## src/rtl/coeff_bram_sched.sv

```systemverilog
// coeff_bram_sched: owns the single coefficient BRAM port, sharing it between host access and per-frame reload.
// Latency: host write 0 cycles, host read RD_LAT cycles; reload runs NUM_COEFF+RD_LAT+1 cycles from vs fall to load_done.
// Backpressure: host_gnt stays 0 while a reload is requested, pending, running, or completing (load_done cycle).
//
// Optional feature: define COEFF_SCHED_OVERRUN_CNT_EN to build the saturating missed-reload counter;
// without it overrun_cnt is tied to 0 (the port is always present).
//
// Ports:
//   clk, rst_n                     clock, asynchronous active-low reset
//   vs_i                           vertical sync, falling edge requests a reload
//   host_req/we/addr/wdata         host access request (held until host_gnt)
//   host_gnt                       combinational grant, access executes this cycle
//   host_rvalid/host_rdata         read data pulse, RD_LAT cycles after grant
//   bram_en/we/addr/wdata/rdata    single BRAM port
//   coeff_we/idx/val               register-file write strobes during reload
//   busy, load_done, overrun_cnt   reload status
module coeff_bram_sched #(
  parameter int NUM_COEFF = 25,
  parameter int ADDR_W    = 6,
  parameter int RD_LAT    = 1
) (
  input  logic              clk,
  input  logic              rst_n,
  input  logic              vs_i,
  input  logic              host_req,
  input  logic              host_we,
  input  logic [ADDR_W-1:0] host_addr,
  input  logic [15:0]       host_wdata,
  output logic              host_gnt,
  output logic              host_rvalid,
  output logic [15:0]       host_rdata,
  output logic              bram_en,
  output logic              bram_we,
  output logic [ADDR_W-1:0] bram_addr,
  output logic [31:0]       bram_wdata,
  input  logic [31:0]       bram_rdata,
  output logic              coeff_we,
  output logic [4:0]        coeff_idx,
  output logic [15:0]       coeff_val,
  output logic              busy,
  output logic              load_done,
  output logic [7:0]        overrun_cnt
);

  localparam logic [1:0] S_IDLE    = 2'd0;
  localparam logic [1:0] S_HOST_RD = 2'd1;
  localparam logic [1:0] S_LOAD    = 2'd2;
  localparam logic [1:0] S_DRAIN   = 2'd3;

  localparam logic [1:0]        LAT_LAST = 2'(RD_LAT - 1);
  localparam logic [ADDR_W-1:0] CNT_LAST = ADDR_W'(NUM_COEFF - 1);

  logic [1:0]        state, state_nxt;
  logic              vs_q;
  logic              vs_edge;
  logic              load_pend, pend_nxt;
  logic [ADDR_W-1:0] rd_cnt, rd_cnt_nxt;
  logic [1:0]        wait_cnt, wait_nxt;
  logic              wait_last;
  logic              load_req;
  logic              load_issue;
  logic              load_done_q;

  // Return-path delay line: stage RD_LAT-1 lines up with bram_rdata.
  logic [RD_LAT-1:0] dl_vld;
  logic [4:0]        dl_idx [RD_LAT];

  // Upper BRAM data bits are not used by this block.
  logic unused_rdata_hi;
  assign unused_rdata_hi = ^bram_rdata[31:16];

  assign vs_edge    = vs_q & ~vs_i;
  assign wait_last  = (wait_cnt == LAT_LAST);
  assign load_req   = vs_edge | load_pend;
  assign load_issue = (state == S_LOAD);
  assign busy       = (state == S_LOAD) || (state == S_DRAIN);

  // Reload beats host in IDLE; the load_done cycle is also kept free of host
  // traffic so the register file update completes before the host resumes.
  // rst_n gates the combinational grant so outputs read 0 while in reset.
  assign host_gnt = rst_n && (state == S_IDLE) && !load_req && !load_done_q && host_req;

  assign bram_en    = load_issue | host_gnt;
  assign bram_we    = host_gnt & host_we;
  assign bram_addr  = load_issue ? rd_cnt : (host_gnt ? host_addr : '0);
  assign bram_wdata = bram_we ? {16'h0000, host_wdata} : 32'h0;

  assign host_rvalid = (state == S_HOST_RD) && wait_last;
  assign host_rdata  = host_rvalid ? bram_rdata[15:0] : 16'h0000;

  assign coeff_we  = dl_vld[RD_LAT-1];
  assign coeff_idx = coeff_we ? dl_idx[RD_LAT-1] : 5'd0;
  assign coeff_val = coeff_we ? bram_rdata[15:0] : 16'h0000;

  assign load_done = load_done_q;

  always_comb begin
    state_nxt  = state;
    rd_cnt_nxt = rd_cnt;
    wait_nxt   = wait_cnt;
    pend_nxt   = load_pend;
    case (state)
      S_IDLE: begin
        if (load_req) begin
          state_nxt  = S_LOAD;
          rd_cnt_nxt = '0;
          pend_nxt   = 1'b0;
        end else if (host_gnt && !host_we) begin
          state_nxt = S_HOST_RD;
          wait_nxt  = 2'd0;
        end
      end
      S_HOST_RD: begin
        if (wait_last) begin
          // A reload deferred by this read starts right after host_rvalid.
          if (load_req) begin
            state_nxt  = S_LOAD;
            rd_cnt_nxt = '0;
            pend_nxt   = 1'b0;
          end else begin
            state_nxt = S_IDLE;
          end
        end else begin
          wait_nxt = wait_cnt + 2'd1;
          if (vs_edge) begin
            pend_nxt = 1'b1;
          end
        end
      end
      S_LOAD: begin
        if (rd_cnt == CNT_LAST) begin
          state_nxt = S_DRAIN;
          wait_nxt  = 2'd0;
        end else begin
          rd_cnt_nxt = rd_cnt + ADDR_W'(1);
        end
      end
      S_DRAIN: begin
        if (wait_last) begin
          state_nxt = S_IDLE;
        end else begin
          wait_nxt = wait_cnt + 2'd1;
        end
      end
      default: begin
        state_nxt = S_IDLE;
      end
    endcase
  end

  always_ff @(posedge clk or negedge rst_n) begin
    if (!rst_n) begin
      state       <= S_IDLE;
      vs_q        <= 1'b0;
      load_pend   <= 1'b0;
      rd_cnt      <= '0;
      wait_cnt    <= 2'd0;
      load_done_q <= 1'b0;
    end else begin
      state       <= state_nxt;
      vs_q        <= vs_i;
      load_pend   <= pend_nxt;
      rd_cnt      <= rd_cnt_nxt;
      wait_cnt    <= wait_nxt;
      load_done_q <= (state == S_DRAIN) && wait_last;
    end
  end

  always_ff @(posedge clk or negedge rst_n) begin
    if (!rst_n) begin
      dl_vld <= '0;
      for (int i = 0; i < RD_LAT; i++) begin
        dl_idx[i] <= 5'd0;
      end
    end else begin
      dl_vld[0] <= load_issue;
      dl_idx[0] <= 5'(rd_cnt);
      for (int i = 1; i < RD_LAT; i++) begin
        dl_vld[i] <= dl_vld[i-1];
        dl_idx[i] <= dl_idx[i-1];
      end
    end
  end

`ifdef COEFF_SCHED_OVERRUN_CNT_EN
  // A vs fall while a reload is still running is a missed frame; saturates at 255.
  logic [7:0] ovr_q;

  always_ff @(posedge clk or negedge rst_n) begin
    if (!rst_n) begin
      ovr_q <= 8'd0;
    end else if (vs_edge && busy && (ovr_q != 8'hFF)) begin
      ovr_q <= ovr_q + 8'd1;
    end
  end

  assign overrun_cnt = ovr_q;
`else
  assign overrun_cnt = 8'd0;
`endif

endmodule
```

## config.mk

```make
export PLATFORM = sky130hd
export DESIGN_NAME = coeff_bram_sched
export DESIGN_NICKNAME = d
export VERILOG_FILES = /design/src/rtl/coeff_bram_sched.sv
export SDC_FILE = /design/constraint.sdc
export NUM_CORES = 1
export LEC_CHECK = 0
export ABC_AREA = 1
export CORE_UTILIZATION = 34
export DETAILED_ROUTE_END_ITERATION = 10
export GPL_ROUTABILITY_DRIVEN = 0
export PLACE_DENSITY_LB_ADDON = 0.05
export SLEW_MARGIN = 15
export SYNTH_ARGS = -nofsm -noshare
export SYNTH_HDL_FRONTEND = slang
export SYNTH_SLANG_ARGS = --single-unit
```

## constraint.sdc

```tcl
create_clock -name clk -period 3.05 [get_ports clk]
set_input_delay 0.61 -clock clk [delete_from_list [all_inputs] [get_ports clk]]
set_output_delay 0.61 -clock clk [all_outputs]
set_load 0.01 [all_outputs]
```

---- After elaboration in Yosys (flattened, before gate mapping) ----
Cells that the tools add are included.
cells by class
  add/subtract/negate cells ............... 2
  equality and inequality tests ........... 13
  mux-type cells .......................... 26
  bitwise logic cells ..................... 5
  reduce and logical (&&, ||, !) cells .... 20
operators by type and width
  kind                                                                      number
  16-bit two-way mux                                                        3
  6-bit two-way mux                                                         5
  2-bit two-way mux                                                         10
  6-bit case mux with 3 select lines                                        1
  2-bit inequality test (second input constant)                             5
  2-bit case mux with 4 select lines                                        1
  4-bit AND reduction                                                       2
  1-bit logical AND                                                         7
  6-bit by 1-bit adder with 6-bit output (second input constant)            1
  6-bit by 5-bit equality test with 1-bit output (second input constant)    1
  2-bit case mux with 3 select lines                                        1
  5-bit two-way mux                                                         1
  2-bit equality test (second input constant)                               2
  2-bit zero test                                                           2
  2-bit by 1-bit inequality test with 1-bit output (second input constant)  2
  1-bit zero test                                                           3
  1-bit two-way mux                                                         3
  3-bit by 2-bit inequality test with 1-bit output (second input constant)  1
  3-bit inequality test (second input constant)                             1
  3-bit AND reduction                                                       1
  3-bit nonzero test                                                        1
  2-bit by 1-bit adder with 2-bit output (second input constant)            1
  1-bit AND                                                                 2
  2-bit by 1-bit equality test with 1-bit output (second input constant)    1
  other kinds (7)                                                           8
storage, ports and cells
  flip-flop bits (word level) ............. 19
  input bits .............................. 59
  output and inout bits ................... 90
  word-level logic and storage cells ...... 74

---- Logic depth before layout (Yosys ltp) ----
  word-level depth ........................ 11
  mapped depth ............................ 10
  depth with buffers taken out ............ 10

---- Least setup slack after synthesis ----
OpenSTA, ideal clock, no wires.
  kind .................................... register to output
  from .................................... reg wait_cnt[0]
  to ...................................... out host_rdata[10]
  arrival time ............................ 1.394 ns
  data required time ...................... 2.440 ns
  path slack .............................. 1.046 ns
  stages on the path, launching flop included .. 8
  path buffers ............................ 1
  cell sequence ........................... dfrtp_1 inv_1 ha_1 nand2_1 nor2_1 inv_1 buf_2 nor2_1
on the way
  word-level cells in the longest chain between the ends .. 3
RTL lines
  what                    line  source
  from (decl)             58    logic [1:0] wait_cnt, wait_nxt;
  from (signal assigned)  164   wait_cnt <= wait_nxt;
  2-bit zero test         73    assign wait_last = (wait_cnt == LAT_LAST);
  1-bit logical AND       88    assign host_rvalid = (state == S_HOST_RD) && wait_last;
  named net host_rvalid   30    output logic host_rvalid,
  16-bit two-way mux      89    assign host_rdata = host_rvalid ? bram_rdata[15:0] : 16'h0000;
  to (decl)               31    output logic [15:0] host_rdata,
The timed path passes the listed nets, and every way through them passes these cells.

---- Worst setup path in the final report ----
  from .................................... in vs_i
  to ...................................... out bram_addr[3]
on the way
  word-level cells in the longest chain between the ends .. 9
RTL lines
  what                            line  source
  from (decl)                     24    input logic vs_i,
  1-bit inverter                  72    assign vs_edge = vs_q & ~vs_i;
  1-bit AND                       72
  1-bit OR                        74    assign load_req = vs_edge | load_pend;
  1-bit zero test                 81    assign host_gnt = rst_n && (state == S_IDLE) && !load_req && !load_done_q && host_req;
  1-bit logical AND (3 in a row)  81
  6-bit two-way mux (2 in a row)  85    assign bram_addr = load_issue ? rd_cnt : (host_gnt ? host_addr : '0);
  to (decl)                       34    output logic [ADDR_W-1:0] bram_addr,
Every way passes these cells.

==> impl_metrics.env <==
export IMPL_overflow=0
export IMPL_netlist_top_cells_count="72 x inv_1, 65 x nand2_1, 30 x nor2_1, 25 x buf_4, 19 x dfrtp_1"
export IMPL_period_share_pct=96.2
export IMPL_antenna_found_initial=0
export IMPL_skew_ps=1.27
export IMPL_synth_most_common_cell="inv_1"
export IMPL_criticalPathCategory="in2out"
export IMPL_vdd_drop_max_mv=0.194
export IMPL_endpoint_kind="output pin"
export IMPL_clk_pin_slew_ps=70
export IMPL_cts_resized=0
export IMPL_final_hold_viol_count=0
export IMPL_synth_edf_count=0
export IMPL_hold_buffers=0
export IMPL_drv_cap=0
export IMPL_final_nets=439
export IMPL_track_usage_pct=16.9
export IMPL_syn_inst=267
export IMPL_htreeDepth=1
export IMPL_postRouteAntennaNets=0
export IMPL_status="finished clean"
export IMPL_critPathRequiredTime_ps=2440
export IMPL_cts_buffers=3
export IMPL_utilization_pct=59.8
export IMPL_drtPass1Iterations=4
export IMPL_dieArea_um2=5170
export IMPL_power_leakage_nw=1.87
export IMPL_cp_max_fo=5
export IMPL_ioPinCount=149
export IMPL_hold_worst_slack_ps=468
export IMPL_grt_start_max_net_pins=23
export IMPL_tns_ps=0
export IMPL_rsz0062_at_grt="true"
export IMPL_cpMostUsedCell="nand2_1"
export IMPL_fp_dieH_um=71.9
export IMPL_drive_above_1_share_pct=7.20
export IMPL_yosysWarnings=0
export IMPL_cp_slowest_cell="clkdlybuf4s50_1"
export IMPL_cts_root_buf="clkbuf_8"
export IMPL_synth_top_area_share_pct=28.6
export IMPL_clock_fmax_ghz=0.341
export IMPL_ys_ff_latch=19
export IMPL_worst_slew_pin_slew_ps=674
export IMPL_slowest_delay_ps=530
export IMPL_insertion_delay_ps=260
export IMPL_netlist_area_um2=1660
export IMPL_syn_area_per_cell_um2=6.22
export IMPL_yosysTopAreaCell="dfrtp_1"
export IMPL_report_final_slew_viol_count=0
export IMPL_ys_flop_type="dfrtp_1"
export IMPL_drc=0
export IMPL_grt_pass1_vias=1459
export IMPL_yosysUniqueCellTypes=24
export IMPL_drt_iter0_drc=49
export IMPL_post_cts_setup_buffer_count=0
export IMPL_dp_cells=438
export IMPL_num_antenna_cells=0
export IMPL_cp_data_arrival_time_ps=2330
export IMPL_p_total_uw=557
export IMPL_cts_tree="yes"
export IMPL_cellPowerDensity_nw_per_um2=197
export IMPL_area_growth_pct=69.9
export IMPL_start_util_pct=35.2
export IMPL_core_area_um2=4720
export IMPL_relSlewSlack_pct=55.0
export IMPL_clockBufferDepth=2
export IMPL_die_x_um=71.9
export IMPL_final_cells=442
export IMPL_async_reset_ff_share_pct=100
export IMPL_seq_area_frac_synth_pct=28.6
export IMPL_dp_hpwl_mm=3.44
export IMPL_drt_wl_total_mm=4.37
export IMPL_path_cells="clkdlybuf4s50_1 > inv_1 > nand2_1 > nand2_1 > nor2_4 > nand2_4 > clkinv_4 > buf_4 > nand2_1 > nand2_1 > clkdlybuf4s50_1"
export IMPL_row_count=25
export IMPL_synth_area_leaders="dfrtp_1 29%, inv_1 16%, nand2_1 15%"
export IMPL_numClockSinks=19
export IMPL_setup_viol=0
export IMPL_drt_wirelength_per_cell_um=9.89
export IMPL_grt_pass1_wl_mm=6.90
export IMPL_cp_start_kind="input pin"
export IMPL_hold_path_class="reg2reg"
export IMPL_dr_total_vias=1720
export IMPL_post_route_min_period_ps=2940
export IMPL_portBuffers=108
export IMPL_routed_via_density=3.89
-- registers in the layout, indices dropped and copies added (netlist names) --
name	cells
load_done	1
load_pend	1
dl_idx	5
coeff_we	1
rd_cnt	6
wait_cnt	2
vs_q	1
state	2
-- worst max-delay path: cells and delay by family --
family / cells / cell delay (ps)
buffers and inverters: 5 / 1250
AND/OR/NAND/NOR: 6 / 460
-- routing by layer --
metal  up-vias  routed length (µm)  GRT usage, %
met3         5                 267          2.36
met1       725                1880          20.7
met5         -                   0             0
met2        69                2170          30.3
met4         0                  59          5.88
li1        921                   -             -
-- power by group --
| group | internal (mW) | switching, mW |
|---|---|---|
| registers | 0.252 | 0.000176 |
| logic | 0.0728 | 0.0512 |
| clock network | 0.0911 | 0.0896 |
-- kinds of logic (layout without fill, tap and decap cells) --
| logic type | after synthesis | in the layout | synth area share (%) |
|---|---|---|---|
| AO/OA/AOI/OAI | 16 | 16 | 5.12 |
| AND/OR/NAND/NOR | 119 | 119 | 31.4 |
| other | 1 | 24 | 0.226 |
| buffers and inverters | 106 | 191 | 30.6 |
| XOR/XNOR | 2 | 2 | 1.05 |
| flip-flops | 19 | 19 | 28.6 |
| adder cells (fa/ha/maj) | 4 | 4 | 3.01 |
-- area by class of cell --
type / count / area [µm²]
Clock inverter: 1 / 5.00
Timing Repair Buffer: 111 / 1150
Fill cell: 474 / 1900
Tap cell: 67 / 83.8
Clock buffer: 3 / 41.3
Multi-Input combinational cell: 165 / 773
Inverter: 76 / 293
Sequential cell: 19 / 475
-- stage by stage --
step / setup slack [ps] / cell area [µm²]
after global placement: 46.3 / 2720
after CTS: 37.0 / 2770
after floorplan: 1050 / 1750
after global routing: -12.2 / 2820
after detailed placement: 38.5 / 2720
final: 115 / 2820
-- final timing paths --
path,startpoint,to,slack (ps),cells after the start
worst max-delay path,vs_i,bram_addr[3],110,11
worst min-delay path,rd_cnt[0],dl_idx[0],470,0
worst max register to register,rd_cnt[0],wait_cnt[1],1600,9
worst min register to register,rd_cnt[0],dl_idx[0],470,0
max in group asynchronous,rst_n,rd_cnt[0],2140,2
min in group asynchronous,rst_n,state[1],710,2
-- layout by cell type, fill, tap and decap left out, types with 4 or more instances in the layout --
cell type / netlist / final
dlymetal6s2s_1: 0 / 19
a21oi_1: 4 / 4
inv_1: 72 / 72
nor2_1: 30 / 30
nand2_1: 65 / 65
nor2_2: 9 / 9
clkdlybuf4s50_1: 0 / 89
o21ai_0: 10 / 10
nand3_1: 8 / 8
conb_1: 1 / 24
dfrtp_1: 19 / 19
ha_1: 4 / 4
(Power assumes the default switching activity.)
